File: src/rtl/sign_mag_addsub_pipe.sv
// Two-stage sign-magnitude add/sub/accumulate unit with valid/ready on both sides.
// The S1 register holds the captured operands; the output register holds the result and is backed by acc.

module sm_addsub_core #(
  parameter int N = 8
) (
  input  logic [N-1:0] x,
  input  logic [N-1:0] y,
  output logic [N-1:0] sum,
  output logic         ovf
);
  logic [N-2:0] mx, my, mag;
  logic [N-1:0] mag_w;
  logic         sgn;

  assign mx    = x[N-2:0];
  assign my    = y[N-2:0];
  // Sum of the magnitudes, one bit wider; bit N-1 is the carry that forces saturation
  assign mag_w = {1'b0, mx} + {1'b0, my};

  always_comb begin
    mag = '0;
    sgn = 1'b0;
    ovf = 1'b0;
    if (x[N-1] == y[N-1]) begin
      sgn = x[N-1];
      if (mag_w[N-1]) begin
        mag = '1;
        ovf = 1'b1;
      end else begin
        mag = mag_w[N-2:0];
      end
    end else if (mx >= my) begin
      sgn = x[N-1];
      mag = mx - my;
    end else begin
      sgn = y[N-1];
      mag = my - mx;
    end
    if (mag == '0) sgn = 1'b0;
    sum = {sgn, mag};
  end
endmodule

module sign_mag_addsub_pipe #(
  parameter int N = 8
) (
  input  logic         clk,
  input  logic         rst_n,
  input  logic         in_valid,
  output logic         in_ready,
  input  logic [1:0]   in_op,
  input  logic [N-1:0] in_a,
  input  logic [N-1:0] in_b,
  output logic         out_valid,
  input  logic         out_ready,
  output logic [N-1:0] out_sum,
  output logic         out_ovf
);
  typedef enum logic [1:0] {
    OP_ADD = 2'b00,
    OP_SUB = 2'b01,
    OP_ACC = 2'b10,
    OP_RDC = 2'b11
  } op_e;

  typedef struct packed {
    op_e          op;
    logic [N-1:0] a;
    logic [N-1:0] b;
  } s1_t;

  function automatic logic [N-1:0] pos_zero(input logic [N-1:0] w);
    return (w[N-2:0] == '0) ? '0 : w;
  endfunction

  s1_t          s1_d, s1_q;
  logic         s1_valid;
  logic         out_en, in_accept;
  logic [N-1:0] acc, opnd_y, core_sum, res_sum;
  logic         core_ovf, res_ovf;
  logic [N-1:0] b_flip;

  assign out_en    = !out_valid || out_ready;
  assign in_ready  = !s1_valid || out_en;
  assign in_accept = in_valid && in_ready;

  // Subtract is an add of b with its sign flipped; zero is normalised after the flip
  assign b_flip = in_b ^ {(in_op == OP_SUB), {(N-1){1'b0}}};

  always_comb begin
    s1_d    = '0;
    s1_d.op = op_e'(in_op);
    s1_d.a  = pos_zero(in_a);
    s1_d.b  = pos_zero(b_flip);
  end

  always_ff @(posedge clk or negedge rst_n) begin
    if (!rst_n) begin
      s1_valid <= 1'b0;
      s1_q     <= '0;
    end else if (in_accept) begin
      s1_valid <= 1'b1;
      s1_q     <= s1_d;
    end else if (out_en) begin
      s1_valid <= 1'b0;
    end
  end

  assign opnd_y = (s1_q.op == OP_ACC) ? acc : s1_q.b;

  sm_addsub_core #(.N(N)) u_core (
    .x   (s1_q.a),
    .y   (opnd_y),
    .sum (core_sum),
    .ovf (core_ovf)
  );

  always_comb begin
    res_sum = core_sum;
    res_ovf = core_ovf;
    if (s1_q.op == OP_RDC) begin
      res_sum = acc;
      res_ovf = 1'b0;
    end
  end

  // acc moves on the same edge as the output register so chained accumulates see it next cycle
  always_ff @(posedge clk or negedge rst_n) begin
    if (!rst_n) begin
      out_valid <= 1'b0;
      out_sum   <= '0;
      out_ovf   <= 1'b0;
      acc       <= '0;
    end else if (out_en) begin
      out_valid <= s1_valid;
      if (s1_valid) begin
        out_sum <= res_sum;
        out_ovf <= res_ovf;
        case (s1_q.op)
          OP_ACC:  acc <= core_sum;
          OP_RDC:  acc <= '0;
          default: acc <= acc;
        endcase
      end
    end
  end

  a_hold: assert property (@(posedge clk) disable iff (!rst_n)
    out_valid && !out_ready |=> out_valid && $stable(out_sum) && $stable(out_ovf));
  a_no_negz: assert property (@(posedge clk) disable iff (!rst_n)
    out_valid |-> out_sum != {1'b1, {(N-1){1'b0}}});
endmodule

File: config.mk
export PLATFORM = sky130hd
export DESIGN_NAME = sign_mag_addsub_pipe
export DESIGN_NICKNAME = d
export VERILOG_FILES = /design/src/rtl/sign_mag_addsub_pipe.sv
export SDC_FILE = /design/constraint.sdc
export NUM_CORES = 1
export LEC_CHECK = 0
export CORE_AREA = 2 2 77 79
export CTS_BUF_LIST = sky130_fd_sc_hd__clkbuf_4 sky130_fd_sc_hd__clkbuf_8 sky130_fd_sc_hd__clkbuf_16
export DETAILED_ROUTE_END_ITERATION = 10
export DIE_AREA = 0 0 79 81
export PLACE_DENSITY = 0.81
export REMOVE_ABC_BUFFERS = 1
export SYNTH_ARGS = -nofsm -noshare
export SYNTH_HDL_FRONTEND = slang
export SYNTH_SLANG_ARGS = --single-unit
File: constraint.sdc
create_clock -name clk -period 4.4 [get_ports clk]
set_clock_uncertainty 0.05 [all_clocks]
set_input_delay 0.88 -clock clk [delete_from_list [all_inputs] [get_ports clk]]
set_output_delay 0.88 -clock clk [all_outputs]
set_load 0.1 [all_outputs]
==> summary.md <==
| Metric | Value |
|---|---|
| Status | finished clean |
| Post-synth EDFFs | 0 |
| Post_cts resized | 0 |
| Post-CTS Setup Inserts | 0 |
| Combinational family with the most area after synthesis | compound AO/OA/AOI/OAI gates |
| Synth Area in Compound Gates | 0.189 |
| Crit path time final | between 3 and 4 ns |
| Longest Clk Path Bufs | 2 |
| Die Ht | 81 µm |
| Worst hold path type | flop to flop |
| Main synth FF type | dfrtp_1 |
| Multi-input gate area | 1670 µm² |
| Core Rows | 28 |
| Total power | between 2 and 2.5 mW |
| Largest net degree at the start of global routing | 38 |
| Peak VDD IR | ~0.4 mV |
| Core area | about 5700 µm² |
| Syn Inst Count | around 280 |
| Port bufs | 32 |
| Die W | 79 µm |
| Simple-Gate Fraction of Synth Area | 0.149 |
| Post-Synth XOR/XNOR Area | 0.0281 |
| Max-cap violations | 0 |
| Initial antenna violation count | 0 |
| Synth unique cells | between 50 and 60 |
| Sequential cell area fraction in the yosys report | 0.341 |
| Routed len/inst | about 16 µm |
| DRC viols | 0 |
| #FFs+latches synth | 37 |
| Cell depth of the worst min-delay path | 2 |
| Syn avg cell area | between 9 and 10 µm² |
| Commonest cells after routing, fill and taps aside | dfrtp_1 (37), clkdlybuf4s50_1 (30), nand2_1 (27) |
| Routability cong. | around 0.97 |
| Adder-Cell Fraction of Synth Area | 0.128 |
| Final setup fails | 0 |
| CP startpoint kind | flop |
| Initial Util | 0.478 |
| Layout cells sized above 1 | 0.153 |
| Worst-Skew Late Latency | around 0.29 ns |
| Most common cell after layout, fill and taps aside | dfrtp_1 |
| Clk slew on worst S/H paths | about 0.07 ns |
| PD cells | approximately 680 nW/µm² |
| CTS sink cnt | 37 |
| Critical path endpoint category | flop |
| Required @ worst endpoint | approximately 4.5 ns |
| Final WL | a little over 6000 µm |
| Slew Viols, Final | 0 |
| First-pass GRT wire length | around 10,000 µm |
| Die ar. | around 6400 µm² |
| # placed instances | between 300 and 400 |
| Ys Warns | 0 |
| Mux cell area share after synthesis | 0.119 |
| Diodes inserted | 0 |
| CTS Buf Count | 5 |
| Layout Cells excl Fill | roughly 380 |
| Endpoints failing hold | 0 |
| CP Data Arrival Time | approximately 3.8 ns |
| Root Buffer | clkbuf_8 |
| Filler Cell Count | between 500 and 600 |
| Worst Setup Path Type | flop to flop |
| Worst Path Max Fanout | 10 |
| Routed Antenna Nets | 0 |
| Tot GR Track Use | 0.203 |
| Area growth syn-to-layout | 16.7% |
| Peak Freq | 0.270 GHz |
| LEAKAGE | about 1.4 nW |
| Ports | 33 |
| Slew headroom | 0.355 |
| # hold bufs at CTS | 0 |
| Storage element area | around 900 µm² |
| Final Cycle Share | 0.842 |
| Post-DP HPWL | roughly 5000 µm |
| Drt pass-1 iters | 4 |
| Synthesized cell area | between 2000 and 3000 µm² |
| Vias in the first global route | roughly 2,100 |
| Nets | 354 |
| H-tree depth | 2 |
| Ys async rst share | 1.00 |
| CTS tree | built |
| RSZ-0062 raised after global routing | no |
| Gr ovfl total | 0 |
| Final setup TNS | 0 ns |
| Least-Margin Pin Slew | approximately 0.96 ns |
| DR vias | 2,158 |
| Via density | 5.65 |
| FF-to-FF path depth | 11 |
| Detailed Route Iter0 Violations | 84 |
-- registers in the layout, summed over array words and instances, names as in the netlist --
signal and count:
out_valid 1, acc 8, s1_valid 1, out_ovf 1, s1_q 18, out_sum 8
-- power breakdown --
group	total [mW]	switching [mW]	internal (mW)
logic	1.36	0.880	0.478
registers	0.528	0.0880	0.440
clock network	0.261	0.119	0.142
total	2.15	1.09	1.06
-- per-stage QoR --
step	util	hold slack, ns	cell area, µm²	setup slack [ns]
floorplan	-	0.417	2660	1.04
global placement	0.540	0.409	3070	0.832
detailed placement	0.540	0.420	3070	0.740
CTS	0.558	0.436	3170	0.720
global route	0.558	0.467	3170	0.455
finish	0.558	0.430	3170	0.695
-- final timing paths --
path	from	slack, ns	end
min	out_ovf$_DFFE_PN0P_	0.43	out_ovf$_DFFE_PN0P_
min reg2reg	out_ovf$_DFFE_PN0P_	0.43	out_ovf$_DFFE_PN0P_
max reg2reg	s1_q[17]$_DFFE_PN0P_	0.69	acc[7]$_DFFE_PN0P_
max	s1_q[17]$_DFFE_PN0P_	0.69	acc[7]$_DFFE_PN0P_
max in group asynchronous	rst_n	3.17	s1_q[10]$_DFFE_PN0P_
min in group asynchronous	rst_n	0.62	out_sum[1]$_DFFE_PN0P_
-- synth_stat cells (all sizes together) (4+ instances only) --
| library cell | instances | area, µm² |
|---|---|---|
| dfrtp | 37 | 926 |
| nand2 | 27 | 101 |
| mux2 | 24 | 270 |
| ha | 23 | 288 |
| o21ai | 20 | 104 |
| inv | 18 | 67.6 |
| a21oi | 16 | 80.1 |
| nor2 | 16 | 60.1 |
| nand2b | 8 | 50.1 |
| and2 | 6 | 40.0 |
| clkbuf | 6 | 22.5 |
| o31ai | 6 | 63.8 |
| xnor2 | 6 | 60.1 |
| buf | 5 | 32.5 |
| nor2b | 5 | 31.3 |
| o211ai | 5 | 37.5 |
| mux2i | 4 | 52.6 |
-- worst max-delay path, stage by stage, from the launching register on --
cell and delay (ns):
dfrtp_1 0.43, nand2b_1 0.35, mux2_2 0.42, ha_1 0.51
and2b_1 0.25, nand3_2 0.14, o31ai_4 0.44, mux2i_1 0.33
nand2_1 0.09, o2bb2ai_1 0.17, nor4_2 0.29, o31ai_1 0.12
-- routing by layer --
metal	share of wire	up-vias	GRT usage
li1	-	1040	-
met1	0.44	1049	0.276
met2	0.49	60	0.340
met3	0.058	9	0.0400
met4	0.011	0	0.0414
met5	0	-	0
-- cell type report --
type / count / area share
repair buffers: 32 / 0.0988
multi-input cells: 212 / 0.526
flip-flops and latches: 37 / 0.292
inverters: 18 / 0.0213
clock inverters: 1 / 0.00158
well taps: 75 / 0.0296
clock buffers: 7 / 0.0304
-- cell families after synthesis --
group	count (synthesis)
AND/OR/NAND/NOR	78
XOR/XNOR	7
adder cells (fa/ha/maj)	26
multiplexers	28
flip-flops	37
buffers and inverters	29
AO/OA/AOI/OAI	73
No activity file was read; power rests on OpenSTA's default activity.
